### config.mk
export PLATFORM = sky130hd
export DESIGN_NAME = am2940_dma_channel
export DESIGN_NICKNAME = d
export VERILOG_FILES = /design/src/rtl/am2940_dma_channel.sv
export SDC_FILE = /design/constraint.sdc
export NUM_CORES = 1
export LEC_CHECK = 0
export CAP_MARGIN = 20
export CORE_MARGIN = 2
export CORE_UTILIZATION = 40
export CTS_CLUSTER_SIZE = 40
export DETAILED_ROUTE_END_ITERATION = 10
export GPL_TIMING_DRIVEN = 0
export PLACE_DENSITY_LB_ADDON = 0.1
export SLEW_MARGIN = 20
export SYNTH_ARGS = -nofsm -noshare
export SYNTH_HDL_FRONTEND = slang
export SYNTH_SLANG_ARGS = --single-unit
### constraint.sdc
create_clock -name clk -period 6.8 [get_ports clk]
set_input_delay 1.36 -clock clk [delete_from_list [all_inputs] [get_ports clk]]
set_output_delay 1.36 -clock clk [all_outputs]
set_load 0.005 [all_outputs]
### src/rtl/am2940_dma_channel.sv
// Am2940-style DMA address-generator channel: CR, AR/AC, WR/WC, DONE, read-back.
// Optional feature macro DMA_DONE_IRQ_EN adds a sticky done interrupt (irq/irq_clr).
module am2940_dma_channel #(
    parameter int         W        = 8,
    parameter logic [2:0] CR_RESET = 3'b000
) (
    input  logic         clk,
    input  logic         rst,
    input  logic [2:0]   instr,
    input  logic         instr_valid,
    input  logic [W-1:0] data_in,
    output logic [W-1:0] data_out,
    output logic         data_oe,
`ifdef DMA_DONE_IRQ_EN
    input  logic         irq_clr,
    output logic         irq,
`endif
    input  logic         cnt_en,
    output logic [W-1:0] addr_out,
    output logic [W-1:0] wc_out,
    output logic [2:0]   cr_out,
    output logic         run,
    output logic         done
);

    typedef enum logic [2:0] {
        WRCR = 3'b000,
        RDCR = 3'b001,
        RDWC = 3'b010,
        RDAC = 3'b011,
        REIN = 3'b100,
        LDAD = 3'b101,
        LDWC = 3'b110,
        ENCT = 3'b111
    } instr_e;

    localparam logic [W-1:0] ONE  = W'(1);
    localparam logic [W-1:0] ZERO = '0;

    logic [2:0]   cr_q, cr_d;
    logic [W-1:0] ar_q, ar_d;
    logic [W-1:0] ac_q, ac_d;
    logic [W-1:0] wr_q, wr_d;
    logic [W-1:0] wc_q, wc_d;
    logic         run_q, run_d;
    logic [W-1:0] dout_q, dout_d;
    logic         doe_q, doe_d;
    logic [1:0]   mode;
    logic         done_c;
    logic         step;
    instr_e       op;

    assign op   = instr_e'(instr);
    assign mode = cr_q[1:0];
    // Modes 1 and 3 count WC upward from zero, so loads clear it.
    assign step = run_q & cnt_en & ~done_c & ~instr_valid;

    // Per-mode terminal condition from registered state.
    always_comb begin
        done_c = 1'b0;
        case (mode)
            2'd0:    done_c = (wc_q == ZERO);
            2'd1:    done_c = (wc_q == wr_q);
            2'd2:    done_c = (ac_q == wr_q);
            default: done_c = 1'b0;
        endcase
    end

    // Next-state: an instruction always wins over a transfer step.
    always_comb begin
        cr_d   = cr_q;
        ar_d   = ar_q;
        ac_d   = ac_q;
        wr_d   = wr_q;
        wc_d   = wc_q;
        run_d  = run_q;
        dout_d = dout_q;
        doe_d  = 1'b0;
        if (instr_valid) begin
            unique case (op)
                WRCR: begin
                    cr_d  = data_in[2:0];
                    run_d = 1'b0;
                end
                RDCR: begin
                    dout_d = W'(cr_q);
                    doe_d  = 1'b1;
                end
                RDWC: begin
                    dout_d = wc_q;
                    doe_d  = 1'b1;
                end
                RDAC: begin
                    dout_d = ac_q;
                    doe_d  = 1'b1;
                end
                REIN: begin
                    ac_d  = ar_q;
                    wc_d  = mode[0] ? ZERO : wr_q;
                    run_d = 1'b0;
                end
                LDAD: begin
                    ar_d  = data_in;
                    ac_d  = data_in;
                    run_d = 1'b0;
                end
                LDWC: begin
                    wr_d  = data_in;
                    wc_d  = mode[0] ? ZERO : data_in;
                    run_d = 1'b0;
                end
                ENCT: begin
                    run_d = 1'b1;
                end
            endcase
        end else if (step) begin
            ac_d = cr_q[2] ? (ac_q - ONE) : (ac_q + ONE);
            case (mode)
                2'd0:    wc_d = wc_q - ONE;
                2'd2:    wc_d = wc_q;
                default: wc_d = wc_q + ONE;
            endcase
        end
    end

    // Channel state registers.
    always_ff @(posedge clk) begin
        if (rst) begin
            cr_q   <= CR_RESET;
            ar_q   <= '0;
            ac_q   <= '0;
            wr_q   <= '0;
            wc_q   <= '0;
            run_q  <= 1'b0;
            dout_q <= '0;
            doe_q  <= 1'b0;
        end else begin
            cr_q   <= cr_d;
            ar_q   <= ar_d;
            ac_q   <= ac_d;
            wr_q   <= wr_d;
            wc_q   <= wc_d;
            run_q  <= run_d;
            dout_q <= dout_d;
            doe_q  <= doe_d;
        end
    end

`ifdef DMA_DONE_IRQ_EN
    logic irq_q, irq_d;
    logic done_q;

    // Sticky interrupt on done rising; a set beats a same-cycle clear.
    always_comb begin
        irq_d = irq_q;
        if (irq_clr || (instr_valid && op == WRCR)) begin
            irq_d = 1'b0;
        end
        if (done_c && !done_q) begin
            irq_d = 1'b1;
        end
    end

    // Edge-detect history resets high so reset itself raises no irq.
    always_ff @(posedge clk) begin
        if (rst) begin
            irq_q  <= 1'b0;
            done_q <= 1'b1;
        end else begin
            irq_q  <= irq_d;
            done_q <= done_c;
        end
    end

    assign irq = irq_q;
`endif

    assign data_out = dout_q;
    assign data_oe  = doe_q;
    assign addr_out = ac_q;
    assign wc_out   = wc_q;
    assign cr_out   = cr_q;
    assign run      = run_q;
    assign done     = done_c;

endmodule

After elaboration in Yosys (flattened, before gate mapping). Cells that the tools add are included.

Register bits after elaboration: 45. Input bits: 15. Output and inout port bits: 30.

Add/sub/neg operators: 4. Equality and inequality tests: 14. Muxes and demuxes: 14. Bitwise operators: 5. Reductions and logical operators: 16.

Operators with widths (count): 2-to-1 mux 8 bit (7); case mux 8 bit (2 select lines) (3); case mux 8 bit (3 select lines) (1); adder 8 x 1 -> 8 bit (second input constant) (2); equality test 8 bit (2); subtractor 8 x 1 -> 8 bit (second input constant) (2); equality test 3 bit (second input constant) (4); AND reduction 2 bit (6); zero test 8 bit (1); equality test 3 x 2 -> 1 bit (second input constant) (2); != test 3 x 1 -> 1 bit (second input constant) (2); nonzero test 2 bit (2); OR reduction 4 bit (1); bitwise AND 1 bit (3); equality test 3 x 1 -> 1 bit (second input constant) (1); zero test 3 bit (1); case mux 1 bit (3 select lines) (1); AND reduction 3 bit (1); nonzero test 3 bit (1); OR reduction 3 bit (1); equality test 2 x 1 -> 1 bit (second input constant) (1); equality test 2 bit (second input constant) (1); zero test 2 bit (1); != test 2 bit (second input constant) (1); 4 further kinds (5).

Depth between registers and ports, before layout.
Depth after elaboration: 7. Gate-level depth with buffers: 11.

Worst setup path after synthesis. No wires, ideal clock.

Path type: flip-flop to output port. From: reg cr_q[0], in the netlist cr_out[0]. To: out done. Arrival: 1623 ps. Data required time: 5440 ps. Path slack: 3817 ps. Stages on the path, launching flop included: 10. Cell sequence: dfxtp_1 inv_1 ha_1 buf_2 mux2i_1 xor2_1 nand4_1 nor3_1 nor2_1 nor2_1.

Longest elaborated chain between the ends: 2. Elaborated cells between the ends (all ways): 4.

Ends and longest elaborated chain: start, declared (RTL line 40) `logic [2:0] cr_q, cr_d;`; start signal, assigned (RTL line 138) `cr_q <= cr_d;`; equality test 2 bit, or another cell as far along (RTL line 61) `case (mode)`; case mux 1 bit (3 select lines) (*) (RTL line 61); end, declared (RTL line 23) `output logic done`.

Every way passes the cells marked *; elsewhere a longest branch is shown, timed or not.

Final worst setup path. Same ends and word-level chain as after synthesis.

==> metrics.csv <==
stage,metric,value,unit
synthesis,synth_commonest_cells,"a21oi_1, dfxtp_1, nand2_1, nor2_1, mux2i_1",
synthesis,syn_area,2930,µm²
floorplanning,fp.dieW,89.6,µm
power,powerDensity,190,nW/µm²
floorplanning,coreArea,7180,µm²
route,drc,0,
route,routed_wl,9.10,mm
route,postRouteAntennaNets,0,
layout,final_util,50.0,%
sta,setup_ws,2.65,ns
synthesis,synthesis.nets,401,
route,via_per_inst,5.51,
place,dpl.hpwl,6.64,mm
synthesis,yosysUniqueCellTypes,47,
sta,fin_tns_setup,0,ns
floorplanning,start_util,40.8,%
layout,area_growth_syn_to_layout,22.6,%
synthesis,ys_ff_latch,45,
global_routing,gr-usage-all-layers,23.4,%
layout,fill_cells,723,
global_routing,grt_pass1_wl,13.9,mm
power,ir_drop,0.0000845,V
power,power.leakage,1.37,nW
cts,root_buffer,clkbuf_8,
cts,clock_sinks,45,
sta,worst_slew_pin_slew,0.824,ns
sta,fmax,241,MHz
worst_setup_path,critPathCapture,done,
worst_setup_path,reg2reg_depth,9,
sta,hold_viol,0,
synthesis,synth_top_family_by_area,compound AO/OA/AOI/OAI gates,
route,via_count,2837,
cts,cts_setup_buffers,0,
synthesis,synth_cells,368,
cts,cts_tree,built,
sta,setup_violations,0,
synthesis,synth_area_leaders,"dfxtp_1, a21oi_1, mux2i_1",
cts,holdBufCountCts,0,
sta,min_period_over_period,61.0,%
sta,slew_headroom,44.6,%
route,dr.pass1.iters,5,
sta,period_minus_slack,4.15,ns
synthesis,synthMuxAreaShare,8.89,%
status,outcome,"complete, no violations",
worst_setup_path,r2r_start,cr_out[0]$_SDFFE_PP0P_,
cts,cts_buffers,5,
synthesis,synth_adder_area_share,8.20,%
worst_setup_path,cp.required,5.44,ns
synthesis,ys_seq_area_share,30.8,%
synthesis,synth_warnings,0,
worst_setup_path,crit_fanout,6,
global_routing,first_global_vias,2506,
synthesis,synth-simple-area-share,18.8,%
global_routing,grt_max_degree,16,
place,gp_congestion,0.862,
worst_setup_path,endpoint_kind,output pin,
synthesis,synth_top_area_share,30.8,%
floorplanning,rows,31,
synthesis,synth_ff_type,dfxtp_1,
sta,grt_setup_unrepaired,no,
synthesis,synth-compound-area-share,23.8,%
global_routing,grt.overflow.total,0,
layout,antenna_cells,0,
layout,instances_no_fill,515,
worst_setup_path,worstPathArrival,2.79,ns
place,post-place-cells,507,
route,wl_per_cell,17.7,µm
worst_setup_path,r2r_setup_slack,4.01,ns
cts,clkLatencyLatePin,0.31,ns
synthesis,syn_area_per_cell,7.96,µm²
place,portBuffers,40,
hold_path,min_path_type,reg2reg,
floorplanning,die_y,89.6,µm
global_routing,grt_antenna_before_repair,0,
synthesis,synth_edf_count,0,
synthesis,synthXorXnorAreaFrac,4.78,%
worst_setup_path,startpoint,cr_out[0]$_SDFFE_PP0P_,
worst_setup_path,r2r-end,wc_out[5]$_SDFFE_PP0P_,
floorplanning,die_area,8020,µm²
worst_setup_path,critPathKind,reg2out,
route,dr.first_iter.drc_count,201,
sta,slew_violations,0,
cts,cts.clk_slew.worst_paths,0.09,ns
sta,skew,0.00650,ns
cts,h-tree-depth,2,
layout,drive_gt1_share,4.09,%
run,max_cap_viol_count,0,
floorplanning,io_pins,45,
cts,cts.repair.resized,0,
layout,nNetsFinal,448,
synthesis,yosysTopAreaCell,dfxtp_1,
place,place_ws,3.05,ns
synthesis,synthArstFlopShare,0,%
synthesis,synth.most_common_cell,a21oi_1,
cts,cts_buffer_depth,2,
worst_setup_path,cp-start-kind,register,
-- critical path, cell delays in order, from the launching register on --
cell	delay [ns]
dfxtp_1	0.36
inv_1	0.17
ha_1	0.17
buf_2	0.20
mux2i_1	0.26
xor2_1	0.21
nand4_1	0.11
nor3_1	0.27
nor2_1	0.09
nor2_1	0.13
clkdlybuf4s50_1	0.51
-- flip-flops by register name, summed over array words and instances, names as in the netlist --
signal / cells
ar_q: 8
data_oe: 1
run: 1
wr_q: 8
cr_out: 3
data_out: 8
addr_out: 8
wc_out: 8
-- metrics by stage --
step / total power [mW] / cell area (µm²) / hold slack [ns]
5_1_grt: 0.709 / 3590 / 0.478
2_1_floorplan: 0.379 / 2930 / 0.436
3_3_place_gp: 0.434 / 3450 / 0.444
6_report: 0.681 / 3590 / 0.460
4_1_cts: 0.684 / 3590 / 0.461
3_5_place_dp: 0.435 / 3450 / 0.447
-- worst min path at each step --
stage,startpoint,to,depth (start not counted),slack [ns]
floorplan,ar_q[3]$_SDFFE_PP0P_,ar_q[3]$_SDFFE_PP0P_,2,0.44
global placement,ar_q[0]$_SDFFE_PP0P_,ar_q[0]$_SDFFE_PP0P_,2,0.44
detailed placement,ar_q[1]$_SDFFE_PP0P_,ar_q[1]$_SDFFE_PP0P_,2,0.45
CTS,ar_q[1]$_SDFFE_PP0P_,ar_q[1]$_SDFFE_PP0P_,2,0.46
global route,ar_q[5]$_SDFFE_PP0P_,ar_q[5]$_SDFFE_PP0P_,2,0.48
finish,ar_q[3]$_SDFFE_PP0P_,ar_q[3]$_SDFFE_PP0P_,2,0.46
-- where the power goes --
part / internal [mW] / switching [mW]
clock network: 0.148 / 0.102
registers: 0.272 / 0.0171
logic: 0.0661 / 0.0760
-- cell usage in the layout (no fill, tap or decap), drive strengths merged, types with 2 or more instances in the layout --
| master | n |
|---|---|
| nor2 | 32 |
| clkdlybuf4s50 | 40 |
| mux2i | 26 |
| nor2b | 6 |
| nand2b | 3 |
| o21a | 5 |
| o22ai | 4 |
| a21o | 2 |
| o31ai | 10 |
| buf | 5 |
| o32a | 2 |
| fa | 2 |
| o22a | 2 |
| a31oi | 2 |
| inv | 14 |
| nor3 | 11 |
| bufinv | 2 |
| clkbuf | 20 |
| ha | 16 |
| nand4 | 2 |
| xnor2 | 5 |
| a21oi | 52 |
| xor2 | 11 |
| nor4 | 3 |
| dfxtp | 45 |
| or3 | 4 |
| a211oi | 10 |
| a222oi | 3 |
| or2 | 3 |
| o21ai | 14 |
| nand2 | 42 |
| nand3 | 6 |
-- layout make-up --
class	instances	area, µm²	share of cell area, %
plain buffers	20	92.6	2.58
clock buffers	5	68.8	1.92
clock inverters	3	68.8	1.92
inverters	13	48.8	1.36
multi-input cells	290	1890	52.5
flip-flops and latches	45	901	25.1
well taps	99	124	3.45
repair buffers	40	400	11.1
-- cells by family after synthesis --
group,Yosys count
AO/OA/AOI/OAI,113
AND/OR/NAND/NOR,117
flip-flops,45
XOR/XNOR,16
multiplexers,26
adder cells (fa/ha/maj),18
buffers and inverters,33
-- per-layer routing --
layer	up-vias	wire length, µm	GRT usage [%]
li1	1415	-	-
met1	1300	4510	36.6
met2	108	3890	33.8
met3	14	574	3.11
met4	0	121	5.16
met5	-	0	0
Note: power is estimated with default switching activity, not from simulation.
